## config.mk

```make
export PLATFORM = sky130hd
export DESIGN_NAME = segment_scan_dec
export DESIGN_NICKNAME = d
export VERILOG_FILES = /design/src/rtl/segment_pkg.sv /design/src/rtl/segment_pattern_dec.sv /design/src/rtl/segment_scan_dec.sv
export SDC_FILE = /design/constraint.sdc
export NUM_CORES = 1
export LEC_CHECK = 0
export BUFFER_PORTS_ARGS = -buffer_cell sky130_fd_sc_hd__buf_2
export CAP_MARGIN = 20
export CORE_MARGIN = 3
export CORE_UTILIZATION = 54
export CTS_CLUSTER_SIZE = 8
export DETAILED_ROUTE_END_ITERATION = 10
export PLACE_DENSITY = 0.75
export SLEW_MARGIN = 10
export SYNTH_ARGS = -nofsm -noshare
export SYNTH_HDL_FRONTEND = slang
export SYNTH_HIERARCHICAL = 1
export SYNTH_SLANG_ARGS = --single-unit
```

## constraint.sdc

```tcl
create_clock -name i_clk -period 2.9 [get_ports i_clk]
set_input_delay 0.725 -clock i_clk [delete_from_list [all_inputs] [get_ports i_clk]]
set_output_delay 0.725 -clock i_clk [all_outputs]
set_load 0.02 [all_outputs]
```

## src/rtl/segment_pkg.sv

```systemverilog
// 7-segment pattern types and active-low decimal glyph table, shared by the encoder and decoder sides.
// Bit map: 0 top, 1 up-right, 2 low-right, 3 bottom, 4 low-left, 5 up-left, 6 middle; 0 = lit.
package segment_pkg;

  typedef logic [6:0] seg_pattern_t;

  typedef struct packed {
    logic [3:0] value;
    logic       blank;
    logic       illegal;
  } seg_dec_t;

  localparam seg_pattern_t SEG_0     = 7'h40;
  localparam seg_pattern_t SEG_1     = 7'h79;
  localparam seg_pattern_t SEG_2     = 7'h24;
  localparam seg_pattern_t SEG_3     = 7'h30;
  localparam seg_pattern_t SEG_4     = 7'h19;
  localparam seg_pattern_t SEG_5     = 7'h12;
  localparam seg_pattern_t SEG_6     = 7'h02;
  localparam seg_pattern_t SEG_7     = 7'h78;
  localparam seg_pattern_t SEG_8     = 7'h00;
  localparam seg_pattern_t SEG_9     = 7'h10;
  localparam seg_pattern_t SEG_BLANK = 7'h7F;

  localparam logic [3:0] DIG_BLANK   = 4'hF;
  localparam logic [3:0] DIG_ILLEGAL = 4'hE;

endpackage

```

## src/rtl/segment_pattern_dec.sv

```systemverilog
// Decodes one active-low 7-segment pattern back to a BCD value with blank/illegal flags.
// Latency: combinational; backpressure: none.
module segment_pattern_dec
  import segment_pkg::*;
(
  input  seg_pattern_t pat,
  output seg_dec_t     dec
);

  always_comb begin
    dec.value   = DIG_ILLEGAL;
    dec.blank   = 1'b0;
    dec.illegal = 1'b0;
    case (pat)
      SEG_0:     dec.value = 4'd0;
      SEG_1:     dec.value = 4'd1;
      SEG_2:     dec.value = 4'd2;
      SEG_3:     dec.value = 4'd3;
      SEG_4:     dec.value = 4'd4;
      SEG_5:     dec.value = 4'd5;
      SEG_6:     dec.value = 4'd6;
      SEG_7:     dec.value = 4'd7;
      SEG_8:     dec.value = 4'd8;
      SEG_9:     dec.value = 4'd9;
      SEG_BLANK: begin
        dec.value = DIG_BLANK;
        dec.blank = 1'b1;
      end
      default:   dec.illegal = 1'b1;
    endcase
  end

endmodule

```

## src/rtl/segment_scan_dec.sv

```systemverilog
// Snoops a multiplexed active-low 7-segment bus, rebuilds each scanned digit and reports whole frames.
// Latency: pins->capture 2+STABLE_CYCLES, last capture->o_valid 1; backpressure: none (passive monitor).
module segment_scan_dec
  import segment_pkg::*;
#(
  parameter int DIGITS        = 4,
  parameter int STABLE_CYCLES = 4,
  parameter int TIMEOUT       = 65536,
  parameter bit AN_ACTIVE_LOW = 1'b1
)(
  input  logic                  i_clk,
  input  logic                  i_rst_n,
  input  logic [6:0]            i_seg,
  input  logic [DIGITS-1:0]     i_an,
  output logic [4*DIGITS-1:0]   o_bcd,
  output logic [DIGITS-1:0]     o_blank,
  output logic                  o_valid,
  output logic                  o_err,
  output logic                  o_stale
);

  localparam int SEL_W  = (DIGITS > 1) ? $clog2(DIGITS) : 1;
  localparam int CNT_W  = $clog2(STABLE_CYCLES);
  localparam int IDLE_W = $clog2(TIMEOUT);
  localparam logic [CNT_W-1:0]  CNT_MAX  = CNT_W'(STABLE_CYCLES - 1);
  localparam logic [IDLE_W-1:0] IDLE_MAX = IDLE_W'(TIMEOUT - 1);
  localparam logic [DIGITS-1:0] AN_IDLE  = AN_ACTIVE_LOW ? {DIGITS{1'b1}} : {DIGITS{1'b0}};

  seg_pattern_t      seg_s1, seg_s2;
  logic [DIGITS-1:0] an_s1, an_s2;

  always_ff @(posedge i_clk or negedge i_rst_n) begin
    if (!i_rst_n) begin
      seg_s1 <= SEG_BLANK;
      seg_s2 <= SEG_BLANK;
      an_s1  <= AN_IDLE;
      an_s2  <= AN_IDLE;
    end else begin
      seg_s1 <= i_seg;
      seg_s2 <= seg_s1;
      an_s1  <= i_an;
      an_s2  <= an_s1;
    end
  end

  logic [DIGITS-1:0] an_act;
  logic              sel_ok;
  logic [SEL_W-1:0]  sel;

  always_comb begin
    an_act = AN_ACTIVE_LOW ? ~an_s2 : an_s2;
    sel_ok = $onehot(an_act);
    sel    = '0;
    for (int k = 0; k < DIGITS; k++) begin
      if (an_act[k]) sel = SEL_W'(k);
    end
  end

  // Stability tracking: the (sel,seg) pair must repeat for STABLE_CYCLES before one capture.
  logic              prev_ok;
  logic [SEL_W-1:0]  prev_sel;
  seg_pattern_t      prev_seg;
  logic [CNT_W-1:0]  cnt;
  logic              done;
  logic              same;
  logic              capture;

  assign same    = prev_ok && (prev_sel == sel) && (prev_seg == seg_s2);
  assign capture = sel_ok && same && (cnt == CNT_MAX) && !done;

  always_ff @(posedge i_clk or negedge i_rst_n) begin
    if (!i_rst_n) begin
      prev_ok  <= 1'b0;
      prev_sel <= '0;
      prev_seg <= SEG_BLANK;
      cnt      <= '0;
      done     <= 1'b0;
    end else if (!sel_ok) begin
      prev_ok <= 1'b0;
      cnt     <= '0;
      done    <= 1'b0;
    end else begin
      prev_ok  <= 1'b1;
      prev_sel <= sel;
      prev_seg <= seg_s2;
      if (!same) begin
        cnt  <= '0;
        done <= 1'b0;
      end else begin
        if (cnt != CNT_MAX) cnt <= cnt + CNT_W'(1);
        if (capture) done <= 1'b1;
      end
    end
  end

  seg_dec_t dec;

  segment_pattern_dec u_pattern_dec (
    .pat (seg_s2),
    .dec (dec)
  );

  logic [DIGITS-1:0][3:0] staging;
  logic [DIGITS-1:0]      blank_st;
  logic [DIGITS-1:0]      ill_st;
  logic [DIGITS-1:0]      mask;
  logic [IDLE_W-1:0]      idle;
  logic                   frame_done;
  logic                   idle_max;

  assign frame_done = &mask;
  assign idle_max   = (idle == IDLE_MAX);

  // A capture in the same cycle as a frame load or timeout starts the next frame, so it is applied last.
  always_ff @(posedge i_clk or negedge i_rst_n) begin
    if (!i_rst_n) begin
      staging  <= '0;
      blank_st <= '0;
      ill_st   <= '0;
      mask     <= '0;
      idle     <= '0;
      o_bcd    <= '0;
      o_blank  <= '1;
      o_valid  <= 1'b0;
      o_err    <= 1'b0;
      o_stale  <= 1'b1;
    end else begin
      o_valid <= 1'b0;
      if (capture)        idle <= '0;
      else if (!idle_max) idle <= idle + IDLE_W'(1);

      if (frame_done) begin
        o_bcd   <= staging;
        o_blank <= blank_st;
        o_err   <= |ill_st;
        o_valid <= 1'b1;
        o_stale <= 1'b0;
        mask    <= '0;
        ill_st  <= '0;
      end else if (idle_max && !capture) begin
        o_stale  <= 1'b1;
        mask     <= '0;
        staging  <= '0;
        blank_st <= '0;
        ill_st   <= '0;
      end

      if (capture) begin
        staging[sel]  <= dec.value;
        blank_st[sel] <= dec.blank;
        ill_st[sel]   <= dec.illegal;
        mask[sel]     <= 1'b1;
      end
    end
  end

endmodule

```

==> results of run 1 <==
cells by family (layout without fill, tap and decap cells):
kind of cell / count (synthesis) / after routing / synth area share [%]
xor gates and xnor gates: 17 / 17 / 3.266
DFF: 102 / 102 / 56.93
adders and majority gates: 5 / 5 / 1.537
muxes: 12 / 12 / 2.855
buffers and inverters: 29 / 70 / 2.525
AOI/OAI and AO/OA: 65 / 65 / 8.784
and+or+nand+nor: 224 / 224 / 24.10
how the worst min path moves through the flow:
| stage | start | to | cells past startpoint |
|---|---|---|---|
| 5_1_grt | seg_s1[4]$_DFF_PN1_ | seg_s2[4]$_DFF_PN1_ | 0 |
| 4_1_cts | seg_s1[2]$_DFF_PN1_ | seg_s2[2]$_DFF_PN1_ | 0 |
| 3_5_place_dp | an_s1[1]$_DFF_PN1_ | an_s2[1]$_DFF_PN1_ | 0 |
| 6_report | seg_s1[4]$_DFF_PN1_ | seg_s2[4]$_DFF_PN1_ | 0 |
| 3_3_place_gp | seg_s1[2]$_DFF_PN1_ | seg_s2[2]$_DFF_PN1_ | 0 |
| 2_1_floorplan | an_s1[0]$_DFF_PN1_ | an_s2[0]$_DFF_PN1_ | 0 |
registers in the layout (all words and copies together) (netlist names):
name / cells
o_err: 1
prev_seg: 7
staging: 16
prev_sel: 2
o_valid: 1
blank_st: 4
idle: 16
seg_s2: 7
prev_ok: 1
o_stale: 1
an_s1: 4
an_s2: 4
cnt: 2
o_bcd: 16
ill_st: 4
mask: 4
done: 1
o_blank: 4
seg_s1: 7
routing by layer:
layer  vias up  global-route usage, %  part of all wire (%)
li1       1627                      -                     -
met1      1635                  25.73                    46
met2        71                  32.36                    48
met3        12                  4.143                   4.7
met4         0                  5.325                   1.3
met5         -                      0                     0
metrics by stage:
| step | utilization, % | setup slack, ps | total power [mW] |
|---|---|---|---|
| final | 63.60 | 178.4 | 2.763 |
| after global routing | 63.60 | 10.11 | 2.893 |
| after CTS | 63.58 | 150.7 | 2.798 |
| after detailed placement | 61.07 | 179.0 | 1.893 |
| after global placement | 61.07 | 241.8 | 1.878 |
| after floorplan | - | 170.0 | 1.796 |
power groups by stage:
stage / logic [mW] / clock network [mW] / registers [mW]
floorplan: 0.184 / 0 / 1.61
global placement: 0.257 / 0 / 1.62
detailed placement: 0.266 / 0 / 1.63
CTS: 0.269 / 0.928 / 1.60
global route: 0.295 / 0.985 / 1.61
finish: 0.264 / 0.898 / 1.60
critical path: stages (launching register included):
cell     delay [ps]
dfstp_2         380
fa_1            520
inv_1            40
ha_1            170
ha_1            280
nor3b_2         230
and4_1          220
and4_2          280
a31oi_1          60
buf_4           230
a21o_1          210
area by class of cell:
| cell class | count | area, µm² |
|---|---|---|
| Clock inverter | 4 | 55.05 |
| Clock buffer | 12 | 145.1 |
| Timing Repair Buffer | 44 | 257.7 |
| Tap cell | 102 | 127.6 |
| Multi-Input combinational cell | 323 | 1849 |
| Inverter | 10 | 37.54 |
| Sequential cell | 102 | 2595 |
| Fill cell | 674 | 2900 |
cells in the final DEF (no fill, tap or decap), types with 3 or more instances in the layout:
master and n:
a31oi_1 5, nand4_1 17, o22ai_1 4, dfrtp_1 68, ha_1 4, nand2_1 112
nand3b_1 3, xor2_1 6, nor4_1 4, nand2b_1 6, dfstp_2 34, nor2_1 23
mux2i_1 4, and4_1 4, a21o_1 20, buf_2 34, xnor2_1 11, buf_4 9
nand3_1 24, nor3_1 7, and3_1 4, inv_1 10, mux2_2 8, o21ai_0 5
a21oi_1 25, clkbuf_8 10
==> results.json, run 1 <==
{
  "yosysWarnings": 6,
  "status": "finished, final reports clean",
  "crit_type": "register to register",
  "reg2regPathDepth": 10,
  "synth_top_area_share_pct": 37.33,
  "synth-main-ff-cell": "dfrtp_1",
  "hp-class": "register to register",
  "max_freq_ghz": 0.3674,
  "die_area_um2": 9580,
  "cts_setup_buffers": 0,
  "drt_iter0_drc": 137,
  "place_area_um2": 4866,
  "crit_path_end": "blank_st[0]$_DFF_PN0_",
  "ff2ff_setup_slack_ps": 180,
  "drive_gt1_share_pct": 22.42,
  "cts_buffers": 9,
  "drc": 0,
  "regToRegEndpoint": "blank_st[0]$_DFF_PN0_",
  "antenna_cells": 0,
  "synthDistinctLibCells": 47,
  "final_cell_area_um2": 5067,
  "layout.cells.non_filler": 597,
  "routed_wl_um": 8515,
  "hold_viol_final": 0,
  "viasPerCell": 5.603,
  "ctsLongestPathBuffers": 2,
  "tritoncts": "done",
  "synth_largest_area_cell": "dfrtp_1",
  "drv_cap": 0,
  "syn_inst": 454,
  "relSlewSlack_pct": 54.64,
  "htreeDepth": 3,
  "clock_latency_ps": 360,
  "syn-cell-area_um2": 4558,
  "critical_path_required_ps": 3160,
  "die_h_um": 97.88,
  "grt_remaining_overflow": 0,
  "nNetsFinal": 508,
  "switching_share_pct": 24.11,
  "irDropWorstVdd_uv": 416.2,
  "worstSetupEndpointType": "register",
  "crit_arrival_ps": 2980,
  "yosysSeqAreaShare_pct": 56.93,
  "cp-startpoint": "an_s2[0]$_DFF_PN1_",
  "crit_fanout": 20,
  "critPathLaunchType": "register",
  "finalHoldWorstSlack_ps": 358.5,
  "gp_congestion": 0.8266,
  "area_growth_pct": 11.17,
  "switchingPower_mw": 0.6661,
  "cts_hold_buffers": 0,
  "place_hpwl_um": 5870,
  "cts_sinks": 102,
  "initial_core_util_pct": 57.21,
  "ant_nets": 0,
  "avgSynthCellArea_um2": 10.04,
  "finalSetupViolations": 0,
  "post-route-min-period_ps": 2722,
  "power_leakage_nw": 2.540,
  "syn-num-nets": 472,
  "rows": 32,
  "synth_commonest_cells": "nand2_1, dfrtp_1, dfstp_2, a21oi_1, nand3_1",
  "combPwrFrac_pct": 9.6,
  "period_share_pct": 93.85,
  "seqPwrFrac_pct": 57.9,
  "grt_antenna_before_repair": 0,
  "final.setup.tns_ps": 0,
  "first_pass_iters": 4,
  "synthArstFlopShare_pct": 100.0,
  "clockPowerShare_pct": 32.5,
  "grt_pass1_wl_um": 15290,
  "dp.cells": 581,
  "synthTopCellsByArea": "dfrtp_1, dfstp_2, nand2_1, a21o_1, a21oi_1",
  "die_w_um": 97.88,
  "top_level_ports": 36,
  "yosysMostFrequentCell": "nand2_1",
  "timing.rr.start": "an_s2[0]$_DFF_PN1_",
  "synth_edf_count": 0,
  "port_buffers": 35,
  "finClkSkew_ps": 12.22,
  "path_clk_slew_ps": 100,
  "slew_violations": 0,
  "power.density_nw_per_um2": 545.3,
  "grt_max_degree": 55,
  "core_area_um2": 7968,
  "vias": 3345,
  "cts_root_buf": "clkbuf_8",
  "cts-resized-gates": 0,
  "grt_setup_unrepaired": "false",
  "internal-power_mw": 2.097,
  "grt.total_usage_pct": 19.37,
  "worst_pin_slew_ps": 680.4,
  "wl_per_cell_um": 14.26,
  "grt_pass1_vias": 3286,
  "synth-seq-cells": 102
}
Note: power is estimated with default switching activity, not from simulation.
==> inputs of run 2 (changes only) <==
--- a/config.mk
+++ b/config.mk
@@ -12,6 +12,7 @@
 export CTS_CLUSTER_SIZE = 8
 export DETAILED_ROUTE_END_ITERATION = 10
 export PLACE_DENSITY = 0.75
+export RECOVER_POWER = 50
 export SLEW_MARGIN = 10
 export SYNTH_ARGS = -nofsm -noshare
 export SYNTH_HDL_FRONTEND = slang
==> run 2 against run 1 <==
  * Fmax about the same
  * Core utilization fell by 0.063 points
  * Final area barely moved
  * Die area unchanged
  * Register-to-register slack hardly changed
  * Worst hold slack did not move
  * Flip-flop and latch count stayed put
  * Largest cell class unchanged
==> results.json, run 2 (synthesized netlist as in run 1, its figures left out) <==
{
  "status": "finished, final reports clean",
  "vias": 3351,
  "grt_max_degree": 55,
  "critical_path_required_ps": 3150,
  "grt_pass1_wl_um": 15290,
  "top_level_ports": 36,
  "grt_remaining_overflow": 0,
  "grt_antenna_before_repair": 0,
  "tritoncts": "done",
  "antenna_cells": 0,
  "power_leakage_nw": 2.539,
  "core_area_um2": 7968,
  "clockPowerShare_pct": 32.5,
  "top_regs": "idle x16, o_bcd x16, staging x16",
  "power.density_nw_per_um2": 545.6,
  "die_area_um2": 9580,
  "viasPerCell": 5.613,
  "cts_buffers": 9,
  "gp_congestion": 0.8266,
  "post-route-min-period_ps": 2722,
  "ant_nets": 0,
  "first_pass_iters": 4,
  "hp-class": "register to register",
  "irDropWorstVdd_uv": 416.2,
  "cts_root_buf": "clkbuf_8",
  "path_clk_slew_ps": 100,
  "drv_cap": 0,
  "grt.busiest_layer": "met2",
  "critPathLaunchType": "register",
  "grt_util_met2_pct": 32.36,
  "wl_per_cell_um": 14.26,
  "crit_fanout": 20,
  "crit_type": "register to register",
  "grt.total_usage_pct": 19.37,
  "cts_sinks": 102,
  "crit_arrival_ps": 2980,
  "drive_gt1_share_pct": 22.42,
  "htreeDepth": 3,
  "switching_share_pct": 24.11,
  "final_common_cell": "nand2_1",
  "grt_pass1_vias": 3286,
  "worst_pin_slew_ps": 1320,
  "initial_core_util_pct": 57.21,
  "max_freq_ghz": 0.3674,
  "n_fill_cell": 674,
  "cts_setup_buffers": 0,
  "nNetsFinal": 508,
  "port_buffers": 35,
  "fin_util_pct": 63.54,
  "relSlewSlack_pct": 12.00,
  "ctsLongestPathBuffers": 2,
  "drt_iter0_drc": 139,
  "place_hpwl_um": 5870,
  "final.setup.tns_ps": 0,
  "final_cell_mix": "nand2_1, dfrtp_1, dfstp_2, buf_2, a21oi_1",
  "switchingPower_mw": 0.6659,
  "area_growth_pct": 11.06,
  "combPwrFrac_pct": 9.5,
  "die_w_um": 97.88,
  "grt_setup_unrepaired": "false",
  "routed_wl_um": 8516,
  "period_share_pct": 93.85,
  "cts_hold_buffers": 0,
  "internal-power_mw": 2.096,
  "slew_violations": 0,
  "finClkSkew_ps": 12.26,
  "hold_viol_final": 0,
  "clock_latency_ps": 360,
  "met3_usage_pct": 4.143,
  "met1_usage_pct": 25.73,
  "finalSetupViolations": 0,
  "seqPwrFrac_pct": 58.0,
  "rows": 32,
  "die_h_um": 97.88,
  "drc": 0,
  "worstSetupEndpointType": "register"
}
run 2: layer usage:
layer / vias up / wire length [µm]
met4: 0 / 112
met5: - / 0
li1: 1627 / -
met2: 76 / 4082
met1: 1636 / 3889
met3: 12 / 431
run 2: power groups by stage:
stage               Clock (mW)  Sequential (mW)  Combinational (mW)
floorplan                    0             1.61               0.184
global placement             0             1.62               0.257
detailed placement           0             1.63               0.266
CTS                      0.928             1.60               0.269
global route             0.985             1.61               0.294
finish                   0.898             1.60               0.263
run 2: cell type report:
class | instances | area (µm²) | area share (%)
Timing Repair Buffer | 44 | 252.7 | 4.993
Tap cell | 102 | 127.6 | 2.521
Inverter | 10 | 37.54 | 0.7415
Clock inverter | 4 | 55.05 | 1.087
Multi-Input combinational cell | 323 | 1849 | 36.53
Clock buffer | 12 | 145.1 | 2.867
Sequential cell | 102 | 2595 | 51.26
run 2: timing repair:
action / 4_1_cts / 5_1_grt
endpoints found under the hold margin: 0 / 0
setup endpoints to repair: 0 / 1
resized for setup: 0 / 1
run 2: final timing paths:
check | to | slack (ps) | from | depth (start not counted)
min | seg_s2[4]$_DFF_PN1_ | 360 | seg_s1[4]$_DFF_PN1_ | 0
max reg2reg | blank_st[0]$_DFF_PN0_ | 180 | an_s2[0]$_DFF_PN1_ | 10
max | blank_st[0]$_DFF_PN0_ | 180 | an_s2[0]$_DFF_PN1_ | 10
max in group asynchronous | staging[5]$_DFF_PN0_ | 1330 | i_rst_n | 2
min reg2reg | seg_s2[4]$_DFF_PN1_ | 360 | seg_s1[4]$_DFF_PN1_ | 0
min in group asynchronous | idle[8]$_DFFE_PN0P_ | 670 | i_rst_n | 2
run 2: through the flow:
step | cells | total power [mW] | instance area (µm²) | setup slack (ps) | hold slack, ps
after floorplan | 454 | 1.796 | 4558 | 170.0 | 345.2
after global placement | 581 | 1.878 | 4866 | 241.8 | 345.5
after detailed placement | 581 | 1.893 | 4866 | 179.0 | 347.2
after CTS | 597 | 2.798 | 5066 | 150.7 | 360.6
after global routing | 597 | 2.892 | 5062 | 10.11 | 358.4
final | 597 | 2.762 | 5062 | 178.3 | 358.5
run 2: critical path, stage by stage, from the launching register on:
cell and delay (ps):
dfstp_2 380, fa_1 520, inv_1 40, ha_1 170, ha_1 280, nor3b_2 230
and4_1 220, and4_2 280, a31oi_1 60, buf_4 230, a21o_1 210
